--- src/rtl/zld_xc_if.sv ---
`default_nettype none
// ============================================================================
// Module      : zld_xc_if
// Description : Token-in / word-out stream bundle for the zero run-length
//               decoder. The slave side is the decoder itself; the master
//               side is the surrounding environment (upstream token source
//               and downstream word sink).
// Revision    : 1.0 - initial release
// ============================================================================
interface zld_xc_if #(
    parameter int WI = 3,
    parameter int WO = 2
);
    logic [WI-1:0] i_d;
    logic          i_v;
    logic          i_b;
    logic [WO-1:0] o_d;
    logic          o_v;
    logic          o_b;

    modport slave (
        input  i_d,
        input  i_v,
        input  o_b,
        output i_b,
        output o_d,
        output o_v
    );

    modport master (
        output i_d,
        output i_v,
        output o_b,
        input  i_b,
        input  o_d,
        input  o_v
    );
endinterface
`default_nettype wire

--- src/rtl/zld_xc.sv ---
`default_nettype none
// ============================================================================
// Module      : zld_xc
// Description : Zero run-length decoder. Each token is either a literal word
//               (MSB=0) or a run of field+1 zero words (MSB=1). Output is a
//               single registered word slot with valid/backpressure flow
//               control; upstream is held off while a run is expanding.
// Revision    : 1.0 - initial release
// ============================================================================
module zld_xc #(
    parameter int WI = 3,
    parameter int WO = 2
) (
    input  logic   clock,
    input  logic   reset,
    zld_xc_if.slave bus
);

    logic [WO-1:0] out_d;
    logic          out_v;
    logic [WO-1:0] run_cnt;     // zeros still owed after the word in out_d
    logic          run_act;     // run expansion in progress

    logic          slot_free;
    logic          in_busy;
    logic          accept;
    logic          tok_run;
    logic [WO-1:0] tok_field;

    // Token decode and handshake: the slot can take a new word when it is
    // empty or its current word leaves this cycle. Backpressure depends only
    // on registers and o_b so it never loops back through i_v/i_d.
    always_comb begin
        slot_free = !out_v || !bus.o_b;
        in_busy   = run_act || !slot_free;
        accept    = bus.i_v && !in_busy;
        tok_run   = bus.i_d[WI-1];
        tok_field = bus.i_d[WO-1:0];
    end

    assign bus.i_b = in_busy;
    assign bus.o_d = out_d;
    assign bus.o_v = out_v;

    // Output slot and run expansion, in priority order: owed zeros first,
    // then a freshly accepted token, otherwise drain or hold.
    always_ff @(posedge clock or negedge reset) begin
        if (!reset) begin
            out_d   <= '0;
            out_v   <= 1'b0;
            run_cnt <= '0;
            run_act <= 1'b0;
        end else if (run_act && slot_free) begin
            // run_act is cleared as run_cnt reaches zero, so it never wraps
            out_d   <= '0;
            out_v   <= 1'b1;
            run_cnt <= run_cnt - WO'(1);
            run_act <= (run_cnt != WO'(1));
        end else if (accept && !tok_run) begin
            out_d   <= tok_field;
            out_v   <= 1'b1;
        end else if (accept) begin
            // first zero of the run loads now; the field counts the rest
            out_d   <= '0;
            out_v   <= 1'b1;
            run_cnt <= tok_field;
            run_act <= (tok_field != '0);
        end else if (slot_free) begin
            out_v   <= 1'b0;
        end
    end

endmodule
`default_nettype wire

--- src/flat_wrapper.sv ---
// flat-port wrapper written by rule: the top's interface ports become plain ports
module zld_xc_flat 
#(
    parameter int WI = 3,
    parameter int WO = 2
)
  (clock, reset, bus_i_d, bus_i_v, bus_o_b, bus_i_b, bus_o_d, bus_o_v);
  zld_xc_if #(.WI(WI), .WO(WO)) bus_i ();
  input  logic clock;
  input  logic reset;
  input wire logic [$bits(bus_i.i_d)-1:0] bus_i_d;
  input wire logic [$bits(bus_i.i_v)-1:0] bus_i_v;
  input wire logic [$bits(bus_i.o_b)-1:0] bus_o_b;
  output wire logic [$bits(bus_i.i_b)-1:0] bus_i_b;
  output wire logic [$bits(bus_i.o_d)-1:0] bus_o_d;
  output wire logic [$bits(bus_i.o_v)-1:0] bus_o_v;
  assign bus_i.i_d = bus_i_d;
  assign bus_i.i_v = bus_i_v;
  assign bus_i.o_b = bus_o_b;
  assign bus_i_b = bus_i.i_b;
  assign bus_o_d = bus_i.o_d;
  assign bus_o_v = bus_i.o_v;
  zld_xc #(.WI(WI), .WO(WO)) u_core (.clock(clock), .reset(reset), .bus(bus_i));
endmodule
--- config.mk ---
export PLATFORM = sky130hd
export DESIGN_NAME = zld_xc_flat
export DESIGN_NICKNAME = d
export VERILOG_FILES = /design/src/rtl/zld_xc_if.sv /design/src/rtl/zld_xc.sv /design/src/flat_wrapper.sv
export SDC_FILE = /design/constraint.sdc
export NUM_CORES = 1
export LEC_CHECK = 0
export CORE_AREA = 2 2 39 41
export DETAILED_ROUTE_END_ITERATION = 8
export DIE_AREA = 0 0 41 43
export HOLD_SLACK_MARGIN = 0.12
export PLACE_DENSITY_LB_ADDON = 0.05
export REMOVE_ABC_BUFFERS = 1
export SYNTH_ARGS = -nofsm -noshare
export SYNTH_HDL_FRONTEND = slang
export SYNTH_SLANG_ARGS = --single-unit
--- constraint.sdc ---
create_clock -name clock -period 1 [get_ports clock]
set_clock_uncertainty 0.05 [all_clocks]
set_input_delay 0.2 -clock clock [delete_from_list [all_inputs] [get_ports clock]]
set_output_delay 0.2 -clock clock [all_outputs]
set_load 0.01 [all_outputs]
# After elaboration in Yosys (flattened, before gate mapping)
# Index checks and enable logic that the tools add are counted.
[totals]
regBits = 6
input_bits = 7
output_inout_bits = 4
elab_cells = 35
[classes]
add_sub_neg = 1
eq_ne = 2
n_mux = 13
reduce_logical = 15
[ops]
columns = ["op", "n"]
rows = [
  ["$mux 2", 6],
  ["$mux 1", 7],
  ["$logic_not 1->1", 5],
  ["$ne 2x1->1 const B", 2],
  ["$reduce_bool 2->1", 2],
  ["$reduce_bool 4->1", 1],
  ["$logic_and 1x1->1", 3],
  ["$reduce_bool 3->1", 1],
  ["$logic_or 1x1->1", 2],
  ["$reduce_and 2->1", 1],
  ["$sub 2x1->2 const B", 1],
]

# Depth between registers and ports, before layout
[depth]
depth_word = 9
mapped_depth = 4
depth_no_buf = 4

# Worst setup path after synthesis
# No wires, ideal clock.
[synth_path]
kind = "flip-flop to flip-flop"
startpoint = "register u_core.out_v, in the netlist u_core.bus.o_v"
endpoint = "register u_core.out_v, in the netlist u_core.bus.o_v"
setup_time_ns = 0.132
t_arrival_ns = 0.966
required_ns = 0.818
slack_ns = -0.147
stages_incl_launch_ff = 4
period_less_slack_ns = 1.147
cell_sequence = "dfrtp_1 and2_4 buf_6 or3_1"
[synth_via]
elab_chain_cells = 9
word_cells_on_any_way = 12
cone_classes = "3 x mux; 9 x reduce/logical"
[synth_lines]
columns = ["item", "line_no", "source"]
rows = [
  ["start, declared", "zld_xc.sv:20", "logic out_v;"],
  ["start signal, assigned", "zld_xc.sv:50", "out_v <= 1'b0;"],
  ["start signal, assigned", "zld_xc.sv:56", "out_v <= 1'b1;"],
  ["start signal, assigned", "zld_xc.sv:61", "out_v <= 1'b1;"],
  ["$logic_not 1->1 *", "zld_xc.sv:34", "slot_free = !out_v || !bus.o_b;"],
  ["$logic_or 1x1->1 *", "zld_xc.sv:34", ""],
  ["$logic_not 1->1", "zld_xc.sv:35", "in_busy = run_act || !slot_free;"],
  ["$logic_or 1x1->1", "zld_xc.sv:35", ""],
  ["$logic_not 1->1", "zld_xc.sv:36", "accept = bus.i_v && !in_busy;"],
  ["$logic_and 1x1->1", "zld_xc.sv:36", ""],
  ["$mux 1 or $logic_and 1x1->1 (tied branches)", "zld_xc.sv:62, zld_xc.sv:59", ""],
  ["$mux 1", "zld_xc.sv:59", "end else if (accept && !tok_run) begin"],
  ["$mux 1", "zld_xc.sv:53", "end else if (run_act && slot_free) begin"],
]
# Every way passes the cells marked *; elsewhere a longest branch is shown, timed or not.
# A chain may end at the register's enable or synchronous reset.

# Worst setup path in the final report
# Same ends and word-level chain as after synthesis.

==> results.yml <==
cells_and_area:
  drive_gt1_frac: 0.414
  layout.nets: 68
  final_cells: 74
  diodes: 0
  syn_to_final_growth_pct: 69.0
  fillCellCount: 143
sta:
  hold_viol_final: 0
  maxSlewHeadroom: 0.799
  setup_viol_count_final: 10
  fin_ws_ns: -0.174
  timing.fmax_mhz: 852
  rsz0062_at_grt: "yes"
  finalCriticalPeriod_ns: 1.17
  worst_slew_pin_slew_ns: 0.300
  post-route-period-util: 1.17
  slew_viol_final: 0
worst_setup_path:
  crit_type: "reg2reg"
  worstPathCellList: "buf_6 -> and2_4 -> or3_1"
  cp.arrival_ns: 1.24
  cp_slowest_stage_delay_ns: 0.39
  critPathSlowestCell: "dfrtp_1"
  endpoint_kind: "flop"
  cp-start-kind: "flop"
  required_ns: 1.07
  path_max_fanout: 7
yosys:
  ys_types: 20
  synth-seq-cells: 6
  yosysTopAreaCellShare: 0.443
  async_flop_share: 1.00
  syn_avg_cell_area_um2: 8.92
  synth_area_um2: 339
  syn_inst: 38
  yosysWarnings: 0
  synth-main-ff-cell: "dfrtp_1"
  synth_most_common_cell: "dfrtp_1"
  synth_edf_count: 0
  ys_seq_area_frac: 0.443
  synth_common_cells: "dfrtp_1, nand2_1, nor2_1, nor3_1"
  netlist_top_cells_area: "dfrtp_1, nand2_1, nand4b_1"
  synth_top_area_cell: "dfrtp_1"
routing:
  drtIter0Drc: 4
  vias_per_cell: 4.99
  vias: 369
  post_drt_wl_per_cell_um: 12.7
  first_pass_iters: 4
  drc: 0
  drtAntennaViolNets: 0
  wl_um: 942
flow_run:
  cap_viol_max_count: 0
clocking:
  cts_tree: "yes"
  numCtsBuffers: 3
  cts.htree.levels: 1
  clock-sinks: 6
  cts_buffer_depth: 2
  cts_root_buf: "clkbuf_4"
  path_clk_slew_ns: 0.04
  holdBufCountCts: 0
  clock_latency_ns: 0.24
global_route:
  antenna_found_initial: 0
  grt-ovfl-total: 0
  grt_pass1_wl_um: 1510
  grt.total_usage: 0.127
  grt_max_degree: 13
  grt_pass1_vias: 361
die:
  die_w_um: 41
  rows: 14
  num_io_pins: 11
  die_area_um2: 1760
  die_h_um: 43
  core_area_um2: 1380
  initial_utilization: 0.245
power:
  ir_worst_vdd_mv: 0.802
  p_leak_nw: 0.256
  power_density_nw_per_um2: 2080
place:
  port_buffers: 10
  place_inst: 69
  place.gp.congestion: 0.671
  place_hpwl_um: 687
  place_worst_setup_slack_ns: -0.610
worst_hold_path:
  hp-class: "in2async"
run_status:
  status: "finished, violations left"
  violations: "negative setup slack"
## where the power goes
| group | internal (mW) | switching [mW] |
|---|---|---|
| Sequential | 0.326 | 0.0496 |
| Combinational | 0.304 | 0.293 |
| Clock | 0.136 | 0.0857 |
## critical path, delay by kind of cell, from the launching register on
family                 cells  cell delay (ns)
buffers and inverters      1             0.13
and+or+nand+nor            2             0.48
DFF                        1             0.39
## state kept, by name, indices dropped and copies added, names as in the netlist
| register | cells |
|---|---|
| u_core.bus.o_d | 2 |
| u_core.bus.o_v | 1 |
| u_core.run_cnt | 2 |
| u_core.run_act | 1 |
## final cells by class
class / instances / area [um^2] / area share
Inverter: 1 / 3.75 / 0.00655
Multi-Input combinational cell: 29 / 216 / 0.378
Clock buffer: 3 / 22.5 / 0.0393
Sequential cell: 6 / 150 / 0.262
Tap cell: 16 / 20.0 / 0.0349
Timing Repair Buffer: 19 / 160 / 0.279
## layer usage
metal  share of wire  track usage  up-vias
met5               0            0        -
met4               0       0.0600        0
met3           0.058       0.0366        0
met2            0.52        0.200        8
met1            0.42        0.151      184
li1                -            -      177
## layout by cell type, fill, tap and decap left out, types with 2 or more instances in the layout
cell	count
nor3_1	2
o21ai_2	2
nor4_4	2
nand4b_1	2
buf_4	7
dfrtp_1	6
nor2_1	4
a21oi_1	2
nand2_1	3
clkbuf_4	3
nand2_2	2
clkdlybuf4s50_1	5
buf_2	3
buf_6	3
## through the flow
| stage | util | hold WS (ns) | TNS [ns] | power (mW) | cell area [um^2] |
|---|---|---|---|---|---|
| after global routing | 0.414 | 0.171 | -1.56 | 1.29 | 573 |
| after CTS | 0.389 | 0.165 | -1.07 | 1.16 | 538 |
| after detailed placement | 0.358 | 0.421 | -3.67 | 0.916 | 495 |
| after global placement | 0.358 | 0.412 | -3.47 | 0.892 | 495 |
| final | 0.414 | 0.161 | -1.13 | 1.19 | 573 |
| after floorplan | - | -0.146 | -0.189 | 0.653 | 323 |
## final timing paths
path	depth (start not counted)	from	slack [ns]	to
setup reg to reg	3	u_core.bus.o_v	-0.17	u_core.bus.o_v
hold / removal	1	reset	0.16	u_core.bus.o_d[0]
setup / recovery	3	u_core.bus.o_v	-0.17	u_core.bus.o_v
hold reg to reg	2	u_core.bus.o_d[0]	0.43	u_core.bus.o_d[0]
min in group clock	2	u_core.bus.o_d[0]	0.43	u_core.bus.o_d[0]
max in group asynchronous	1	reset	0.51	u_core.run_act
## kinds of logic (layout without fill, tap and decap cells)
group	count (synthesis)	in the layout	synth area share
fa+ha+maj	1	1	0.0369
simple gates	21	21	0.332
compound gates	7	7	0.129
buf+inv	3	23	0.0590
flops	6	6	0.443
## repair_timing
item / 4_1_cts / 5_1_grt
gates resized for setup: 23 / 6
setup endpoints to repair: 10 / 10
setup buffers: 2 / 0
pin swaps: 5 / 3
(Power assumes the default switching activity.)
==> patch (same flow settings) <==
Reset style: synchronous (`reset`), changed in one clocked block.
--- a/src/rtl/zld_xc.sv
+++ b/src/rtl/zld_xc.sv
@@ -45,5 +45,5 @@
     // Output slot and run expansion, in priority order: owed zeros first,
     // then a freshly accepted token, otherwise drain or hold.
-    always_ff @(posedge clock or negedge reset) begin
+    always_ff @(posedge clock) begin
         if (!reset) begin
             out_d   <= '0;
Check against the original RTL: differs if reset is asserted again (counterexample within 4 cycles, from zero or initial values and one cycle with reset low); with reset held inactive, the same outputs for 10 cycles.
==> patch against the original RTL <==
The run still ends with setup timing left; final area rose by 1.5%; sequential share of layout area fell by 4.7 points; sequential cell count did not move; synthesized area fell by 7.0%; routed wire length fell by 1.7%; worst setup slack improved by 40 ps.
Power is not compared: it rests on default switching activity, and its combinational part moved more than twofold at a synthesized area within 25%.
==> patch: results (changes against the original RTL) <==
{
  "worst_hold_path": {
    "hold_wc_path_type": {"value": "in -> reg", "change": "was in -> async"}
  },
  "place": {
    "gp_congestion": {"value": 0.6655, "change": "was 0.6712"},
    "placed_area": {"value": 491.7, "unit": "µm²", "change": "was 495.5 µm²"},
    "numPlacedInstances": {"value": 67, "change": "was 69"},
    "place_ws": {"value": -616.1, "unit": "ps", "change": "was -610.4 ps"},
    "post-dp-hpwl": {"value": 611.5, "unit": "µm", "change": "was 687.4 µm"}
  },
  "setup_path": {
    "crit_path_max_fanout": {"value": 2, "change": "was 7"},
    "arrival": {"value": 880, "unit": "ps", "change": "was 1240 ps"}
  },
  "grt": {
    "first_global_vias": {"value": 344, "change": "was 361"},
    "grt_max_degree": {"value": 8, "change": "was 13"},
    "groute.usage.overall": {"value": 13.18, "unit": "%", "change": "was 12.74%"},
    "global_route_wire_length_before_repair": {"value": 1497, "unit": "µm", "change": "was 1511 µm"}
  },
  "cells_and_area": {
    "fill_cells": {"value": 135, "change": "was 143"},
    "layoutNonFillerInstCount": {"value": 72, "change": "was 74"},
    "design.final.nets": {"value": 66, "change": "was 68"},
    "fin_util": {"value": 42.04, "unit": "%", "change": "was 41.41%"}
  },
  "logic_synthesis": {
    "synth-compound-area-share": {"value": 34.13, "unit": "%", "change": "was 12.92%"},
    "synth.yosys.seq_area_share": {"value": 38.10, "unit": "%", "change": "was 44.28%"},
    "async_flop_share": {"value": 0, "unit": "%", "change": "was 100.0%"},
    "post_synth_num_cell_types": {"value": 23, "change": "was 20"},
    "netlist_top_cells_area": {"value": "sky130_fd_sc_hd__dfxtp_1 38%, sky130_fd_sc_hd__nor2b_1 6.0%, sky130_fd_sc_hd__a32oi_1 5.6%, sky130_fd_sc_hd__ha_1 4.0%, sky130_fd_sc_hd__buf_6 3.6%", "change": "was sky130_fd_sc_hd__dfrtp_1 44%, sky130_fd_sc_hd__nand2_1 5.5%, sky130_fd_sc_hd__nand4b_1 5.2%, sky130_fd_sc_hd__nor3_1 4.4%, sky130_fd_sc_hd__nor2_1 4.4%"},
    "synth_area_in_adders": {"value": 3.968, "unit": "%", "change": "was 3.690%"}
  },
  "status": {
    "failed_checks": {"value": "setup timing", "change": "unchanged"},
    "status": {"value": "finished, violations left", "change": "unchanged"}
  },
  "timing": {
    "worst_slew_margin_rel": {"value": 78.98, "unit": "%", "change": "was 79.93%"},
    "setup_violations": {"value": 5, "change": "was 10"},
    "post-route-worst-setup-slack": {"value": -134.5, "unit": "ps", "change": "was -174.4 ps"}
  },
  "detailed_routing": {
    "vias": {"value": 353, "change": "was 369"}
  }
}
[patch: cell types whose count changed in the layout (fill, tap and decap cells not counted), sizes merged, moves of 3 or more]
| cell | unedited run | this run |
|---|---|---|
| nor3 | 3 | 0 |
| nand2 | 5 | 2 |
| clkdlybuf4s50 | 5 | 2 |
| dfxtp | 0 | 6 |
| nor2b | 0 | 3 |
| dfrtp | 6 | 0 |
[patch: path summary, 6_finish.rpt]
kind                                                startpoint                              to  slack (ps)  cells after the start
worst max register to register  u_core.run_cnt[0]$_SDFFE_PN0P_  u_core.run_cnt[0]$_SDFFE_PN0P_         -70                      4
worst min-delay path                                bus_i_d[1]  u_core.bus.o_d[1]$_SDFFE_PP0P_         390                      3
worst max-delay path               u_core.bus.o_v$_SDFFE_PN0P_                         bus_i_b        -130                      3
worst min register to register  u_core.bus.o_d[0]$_SDFFE_PP0P_  u_core.bus.o_d[0]$_SDFFE_PP0P_         460                      2
[patch: metal layers]
metal	track usage (%)	share of wire (%)	routed length, µm
met5	0	0	0
met1	17.15	43	399
met2	16.88	48	449
met4	10.00	1.3	12
met3	4.712	6.9	64
[patch: repair_timing]
action | CTS | global route
buffers inserted | 3 | 0
resized for setup | 33 | 5
endpoints found under the setup margin | 9 | 7
pin swaps | 5 | 2
[patch: critical path, cell delays in order, from the launching register on]
cell	delay [ps]
sky130_fd_sc_hd__dfxtp_2	320
sky130_fd_sc_hd__a21oi_2	130
sky130_fd_sc_hd__inv_1	60
sky130_fd_sc_hd__buf_2	130
[patch: layout make-up]
class	instances	share of cell area [%]
multi-input combinational	24	39.78
timing repair buffer	21	30.11
sequential	6	21.51
clock buffer	3	3.871
tap	16	3.441
inverter	2	1.290
